===== src/rtl/reg_wb_arbiter.sv =====
// Register-file write-port controller: arbitrates writeback vs long-latency
// unit, tracks pending long-latency destinations, flags decode read hazards.
//
// Ports:
//   clk, rst_n                  clock, async active-low reset
//   wb_valid/wb_reg/wb_data     pipeline writeback request
//   wb_stall                    pipeline request not taken this cycle
//   lu_valid/lu_reg/lu_data     long-latency unit write request
//   lu_ready                    long-latency request granted this cycle
//   iss_valid/iss_reg           long-latency op issued (mark destination busy)
//   rd_reg1/rd_reg2, hazard     decode read registers and hazard flag
//   RegWrite/w_reg/w_data       registered register-file write port
module reg_wb_arbiter #(
    parameter int DW       = 64,
    parameter int MAX_WAIT = 3
) (
    input  logic          clk,
    input  logic          rst_n,
    input  logic          wb_valid,
    input  logic [4:0]    wb_reg,
    input  logic [DW-1:0] wb_data,
    output logic          wb_stall,
    input  logic          lu_valid,
    input  logic [4:0]    lu_reg,
    input  logic [DW-1:0] lu_data,
    output logic          lu_ready,
    input  logic          iss_valid,
    input  logic [4:0]    iss_reg,
    input  logic [4:0]    rd_reg1,
    input  logic [4:0]    rd_reg2,
    output logic          hazard,
    output logic          RegWrite,
    output logic [4:0]    w_reg,
    output logic [DW-1:0] w_data
);

    localparam int CW = (MAX_WAIT < 1) ? 1 : $clog2(MAX_WAIT + 1);
    localparam logic [CW-1:0] WAIT_MAX = CW'(MAX_WAIT);
    localparam logic [4:0] X31 = 5'd31;

    logic [CW-1:0] wait_cnt;
    logic [CW-1:0] wait_nxt;
    logic          lu_gnt;
    logic          wb_gnt;
    logic          any_gnt;
    logic [4:0]    sel_reg;
    logic [DW-1:0] sel_data;
    logic          out_src_lu;
    logic [30:0]   busy;
    logic [30:0]   busy_set;
    logic [30:0]   busy_clr;
    logic [30:0]   busy_nxt;
    logic [31:0]   busy_ext;

    // The pipeline wins ties until the long-latency unit has lost
    // MAX_WAIT consecutive cycles; then it is forced through.
    always_comb begin
        lu_gnt  = lu_valid && (!wb_valid || (wait_cnt == WAIT_MAX));
        wb_gnt  = wb_valid && !lu_gnt;
        any_gnt = lu_gnt || wb_gnt;
    end

    assign lu_ready = lu_gnt;
    assign wb_stall = wb_valid && !wb_gnt;

    always_comb begin
        wait_nxt = wait_cnt;
        if (!lu_valid || lu_gnt) begin
            wait_nxt = '0;
        end else if (wait_cnt != WAIT_MAX) begin
            wait_nxt = wait_cnt + 1'b1;
        end
    end

    always_comb begin
        sel_reg  = wb_reg;
        sel_data = wb_data;
        unique case (1'b1)
            lu_gnt: begin
                sel_reg  = lu_reg;
                sel_data = lu_data;
            end
            default: begin
                sel_reg  = wb_reg;
                sel_data = wb_data;
            end
        endcase
    end

    always_ff @(posedge clk or negedge rst_n) begin
        if (!rst_n) begin
            wait_cnt <= '0;
        end else begin
            wait_cnt <= wait_nxt;
        end
    end

    // X31 writes are granted but never reach the register file.
    always_ff @(posedge clk or negedge rst_n) begin
        if (!rst_n) begin
            RegWrite   <= 1'b0;
            w_reg      <= '0;
            w_data     <= '0;
            out_src_lu <= 1'b0;
        end else if (any_gnt) begin
            RegWrite   <= (sel_reg != X31);
            w_reg      <= sel_reg;
            w_data     <= sel_data;
            out_src_lu <= lu_gnt;
        end else begin
            RegWrite   <= 1'b0;
        end
    end

    // Clear lands on the same edge as the register-file write;
    // a same-edge issue to that register keeps it busy.
    always_comb begin
        busy_set = '0;
        busy_clr = '0;
        for (int i = 0; i < 31; i++) begin
            busy_set[i] = iss_valid && (iss_reg == 5'(i));
            busy_clr[i] = RegWrite && out_src_lu && (w_reg == 5'(i));
        end
        busy_nxt = (busy & ~busy_clr) | busy_set;
    end

    always_ff @(posedge clk or negedge rst_n) begin
        if (!rst_n) begin
            busy <= '0;
        end else begin
            busy <= busy_nxt;
        end
    end

    // X31 maps onto a constant-zero bit, so it never raises a hazard.
    assign busy_ext = {1'b0, busy};
    assign hazard   = busy_ext[rd_reg1] || busy_ext[rd_reg2];

endmodule


===== config.mk =====
export PLATFORM = sky130hd
export DESIGN_NAME = reg_wb_arbiter
export DESIGN_NICKNAME = d
export VERILOG_FILES = /design/src/rtl/reg_wb_arbiter.sv
export SDC_FILE = /design/constraint.sdc
export NUM_CORES = 1
export LEC_CHECK = 0
export ABC_AREA = 0
export BUFFER_PORTS_ARGS = -buffer_cell sky130_fd_sc_hd__buf_2
export CAP_MARGIN = 20
export CELL_PAD_IN_SITES_DETAIL_PLACEMENT = 0
export CELL_PAD_IN_SITES_GLOBAL_PLACEMENT = 1
export CORE_MARGIN = 2
export CORE_UTILIZATION = 30
export CTS_BUF_LIST = sky130_fd_sc_hd__clkbuf_2
export CTS_CLUSTER_SIZE = 28
export DETAILED_ROUTE_END_ITERATION = 16
export PLACE_DENSITY = 0.66
export SYNTH_ARGS = -nofsm -noshare
export SYNTH_HDL_FRONTEND = slang
export SYNTH_SLANG_ARGS = --single-unit
export TNS_END_PERCENT = 30

===== constraint.sdc =====
create_clock -name clk -period 2.2 [get_ports clk]
set_input_delay 0.22 -clock clk [delete_from_list [all_inputs] [get_ports clk]]
set_output_delay 0.22 -clock clk [all_outputs]
set_load 0.03 [all_outputs]

=== Word level (Yosys, flattened, before mapping) ===
Index checks and enable logic that the tools add are counted.

* Multipliers: 0
* Shift operators: 0
* Add/sub/neg operators: 1
* Bitwise gates (word level): 3
* Equal/unequal tests: 63
* Multiplexer cells: 9
* Reductions and logical operators: 77
* Divide/modulo/power cells: 0
* Order comparisons: 2

{| class="wikitable"
|+ Operators by type and width
! kind !! count
|-
| 5-bit equality test (second input constant) || 30
|-
| 5-bit by 4-bit equality test with 1-bit output (second input constant) || 16
|-
| 1-bit logical AND || 66
|-
| 64-bit 2-to-1 mux || 1
|-
| 5-bit by 3-bit equality test with 1-bit output (second input constant) || 8
|-
| 31-bit AND || 1
|-
| 31-bit NOT || 1
|-
| 31-bit bitwise OR || 1
|-
| 5-bit by 2-bit equality test with 1-bit output (second input constant) || 4
|-
| 5-bit by 6-bit < comparator with 1-bit output (second input constant) || 2
|-
| 1-bit binary-select mux with 5-bit select || 2
|-
| 5-bit by 1-bit equality test with 1-bit output (second input constant) || 2
|-
| 5-bit logical NOT || 2
|-
| 5-bit 2-to-1 mux || 1
|-
| 5-bit != test (second input constant) || 1
|-
| 1-bit logical NOT || 4
|-
| 1-bit logical OR || 4
|-
| 2-bit 2-to-1 mux || 2
|-
| 1-bit 2-to-1 mux || 3
|-
| 2-bit by 1-bit adder with 2-bit output (second input constant) || 1
|-
| 2-bit equality test (second input constant) || 1
|-
| 2-bit != test (second input constant) || 1
|-
| 2-bit nonzero test || 1
|}

* Output and inout bits: 73
* Register bits after elaboration: 104
* RAM bits: 0
* Bits in latches: 0
* Memories kept: 0
* Logic and storage cells: 161
* Bits in read-only memories: 0
* Bits of input ports: 158

=== Depth between registers and ports, before layout ===
* Depth after elaboration: 7
* Mapped depth: 7
* Mapped depth without buffers: 5

=== Worst setup path after synthesis ===
Ideal clock, no wire load.

* Path kind: flip-flop to output port
* Start: reg busy[15]
* End: out hazard
* Data arrival time: 1.743 ns
* Path slack: 0.237 ns
* Buffers on the path: 0
* Stages on the path, launching flop included: 5
* Required time: 1.980 ns
* Path through: dfrtp_1 > mux4_2 > a22oi_1 > o32ai_1 > or4_1

* Cells in the longest elaborated chain, start to end: 3
* Elaborated cells between the ends (all ways): 5
* Those cells by class: mux (4); reduce/logical (1)

{| class="wikitable"
|+ RTL lines
! item !! line !! RTL
|-
| start: declaration || 49 || <nowiki>logic [30:0] busy;</nowiki>
|-
| start signal: assignment || 131 || <nowiki>busy <= busy_nxt;</nowiki>
|-
| 1-bit binary-select mux with 5-bit select || 137 || <nowiki>assign hazard = busy_ext[rd_reg1] || busy_ext[rd_reg2];</nowiki>
|-
| 1-bit 2-to-1 mux (implied by the code) || 137 ||
|-
| 1-bit logical OR * || 137 ||
|-
| end: declaration || 31 || <nowiki>output logic hazard,</nowiki>
|}

Mark *: on every way between the ends. The rest lies on a longest branch, timed or not. The select of a mux whose other input is x is not followed.

=== Final worst setup path ===
* Start: reg busy[3]
* End: out hazard

Same word-level chain as after synthesis.

==> results.txt <==
setup_tns: -0.6410 ns
Die Area: 17660 sq um
final hold vios: 0
DRT iter0 DRCs: 229
Max Cap Viol: 0
DP Area: 6432 sq um
vias after detailed routing: 5293
Tcrit/Tclk final: 124.6%
Top FF cell, synth: dfrtp_1
hold path depth: 4
hold path startpoint: lu_data[2]
WL/cell: 18.42 um
Sink Count: 104
Nets: 986
die height: 132.9 um
RSZ-0062 raised after global routing: yes
CTS tree: built
final setup margin: -0.5409 ns
final WL: 19.39 mm
worst-path maximum fanout: 3
Seq/Total Area, Yosys: 52.21%
minimum clock period: 2.741 ns
Max Fclk: 364.8 MHz
Peak VDD IR: 336.7 uV
Slew @ Worst Pin: 0.5550 ns
# DRC: 0
Syn Nets: 588
layout cells sized above 1: 36.18%
H-tree depth: 3
leading area contributor after synthesis: dfrtp_1
crit start category: flip-flop
Hold Crit Class: primary input to flip-flop
CP arrival: 2.52 ns
Post-Syn Area: 4985 sq um
Layout Area Growth over Synthesis: 72.99%
initial antenna violation count: 1
GR Overflow Total: 0
failing checks: negative setup slack
Design Area, Final: 8623 sq um
WS Path Type: flip-flop to output pin
vias in the first global route: 5551
clk slew on worst S/H paths: 0.29 ns
status: finished, violations left
GRT Overall Usage: 20.52%
Async SR Flop Fraction: 100.0%
vias per cell: 5.027
CTS Buffer Depth: 2
Post-synth EDFFs: 0
Critical Path Start: busy[3]
largest net degree at the start of global routing: 53
area share of the largest cell type after synthesis: 52.21%
io pins: 231
synth warn: 0
Slew Limit Fails: 0
Mapped Cells: 429
FP Rows: 47
Final HPWL DP: 12.09 mm
first-pass GRT wire length: 28.39 mm
RR Startpoint: wait_cnt[0]
Final ANT Viol Nets: 0
CP endpoint kind: output pin
skew final: 0.02413 ns
core area: 16410 sq um
worst skew pair latency: 0.63 ns
relative slew slack: 63.00%
Power Total: 5546 uW
Cell variety after synth: 36
max reg flops: 64
initial core utilization: 30.38%
FF-to-FF path depth: 8
top post-synthesis cells by area: dfrtp_1, a22o_1, a21o_1, o21ai_0, mux4_2
DRT Pass-1 Iters: 4
WP data required: 1.98 ns
CTS Buf Count: 9
dpl ws: 0.02247 ns
Static Leakage: 0.004686 uW
GP Congestion: 0.8501
Pwr per Cell Area: 643.1 nW/um^2
Avg Inst Size Synth: 11.62 sq um
number of port buffers: 230
FF+latch count, synth: 104
endpoints failing setup: 4
die width: 132.9 um
clock root buffer: clkbuf_2
## per-stage QoR
step / instances / hold slack (ns) / utilization, %
finish: 1053 / 0.03071 / 52.56
global route: 1053 / -0.003394 / 52.56
CTS: 1028 / 0.01483 / 49.58
detailed placement: 861 / 0.2141 / 39.21
global placement: 861 / 0.2070 / 39.21
floorplan: 429 / -0.07559 / -
## area by class of cell
type	count	area (sq um)
fill	1454	7784
timing repair buffer	416	3293
sequential	104	2603
multi-input combinational	294	2285
tap	220	275.3
clock inverter	6	107.6
clock buffer	10	50.05
inverter	2	7.507
antenna	1	2.502
## metal layers
metal	global-route usage (%)	routed length (um)	share of wire, %
met5	0	0	0
met4	7.885	436	2.2
met3	5.632	1266	6.5
met1	23.71	7561	39
met2	36.18	10130	52
## cell families (layout without fill, tap and decap cells)
group           after synthesis  after routing  share of synthesized area (%)
flops                       104            104                          52.21
simple gates                 62             63                          6.351
buf+inv                      32            434                          2.912
fa+ha+maj                     1              1                         0.2510
mux                          25             25                          8.835
other cells                   0              1                              0
compound gates              205            205                          29.44
## what timing repair did
item,CTS,global route
setup buffers,0,10
cloned,0,11
endpoints found under the hold margin,201,20
hold buffers,151,20
gates resized for setup,9,57
endpoints found under the setup margin,2,67
pin swaps,1,23
## cell usage in the layout (no fill, tap or decap), types with 3 or more instances in the layout
cell type,instances
bufinv_16,3
mux4_1,3
mux4_2,11
nor2b_1,5
nor2_1,7
clkbuf_2,10
dlymetal6s4s_1,48
mux2i_1,11
buf_2,227
buf_4,15
o21ai_0,62
nand2_1,20
o21ai_1,5
dlygate4sd3_1,106
clkbuf_16,8
buf_6,6
and3_1,3
a21o_1,65
nand3_1,9
buf_12,5
nand2b_1,5
a22o_1,64
dfrtp_1,104
## report_power, final
group	leakage [uW]	internal [uW]	switching [uW]
Clock	0.0000935	490	661
Combinational	0.00340	988	911
Sequential	0.00119	2240	257
## worst paths after layout
path | end | slack, ns
hold reg to reg | out_src_lu | 0.55
min in group asynchronous | w_data[22] | 0.05
hold / removal | w_data[2] | 0.03
max in group asynchronous | w_data[21] | 1.47
setup reg to reg | w_reg[4] | -0.03
setup / recovery | hazard | -0.54
## synthesized netlist by cell type (all sizes together) (2+ instances only)
library cell  number
dfrtp            104
o21ai             67
nor2               9
o221a              2
or2                2
nor2b              5
and2               2
o32ai              2
mux4              14
nand3              9
nand2b             6
a22o              64
buf                7
nand2             20
inv                2
and3               3
clkbuf            23
a21o              65
mux2i             11
## critical path, stage by stage, from the launching register on
cell and delay [ns]:
dfrtp_1 0.47, mux4_2 0.48, a22oi_2 0.17, o32ai_1 0.10, or4_1 0.53, buf_6 0.16
Power figures use the tool's default switching activity.
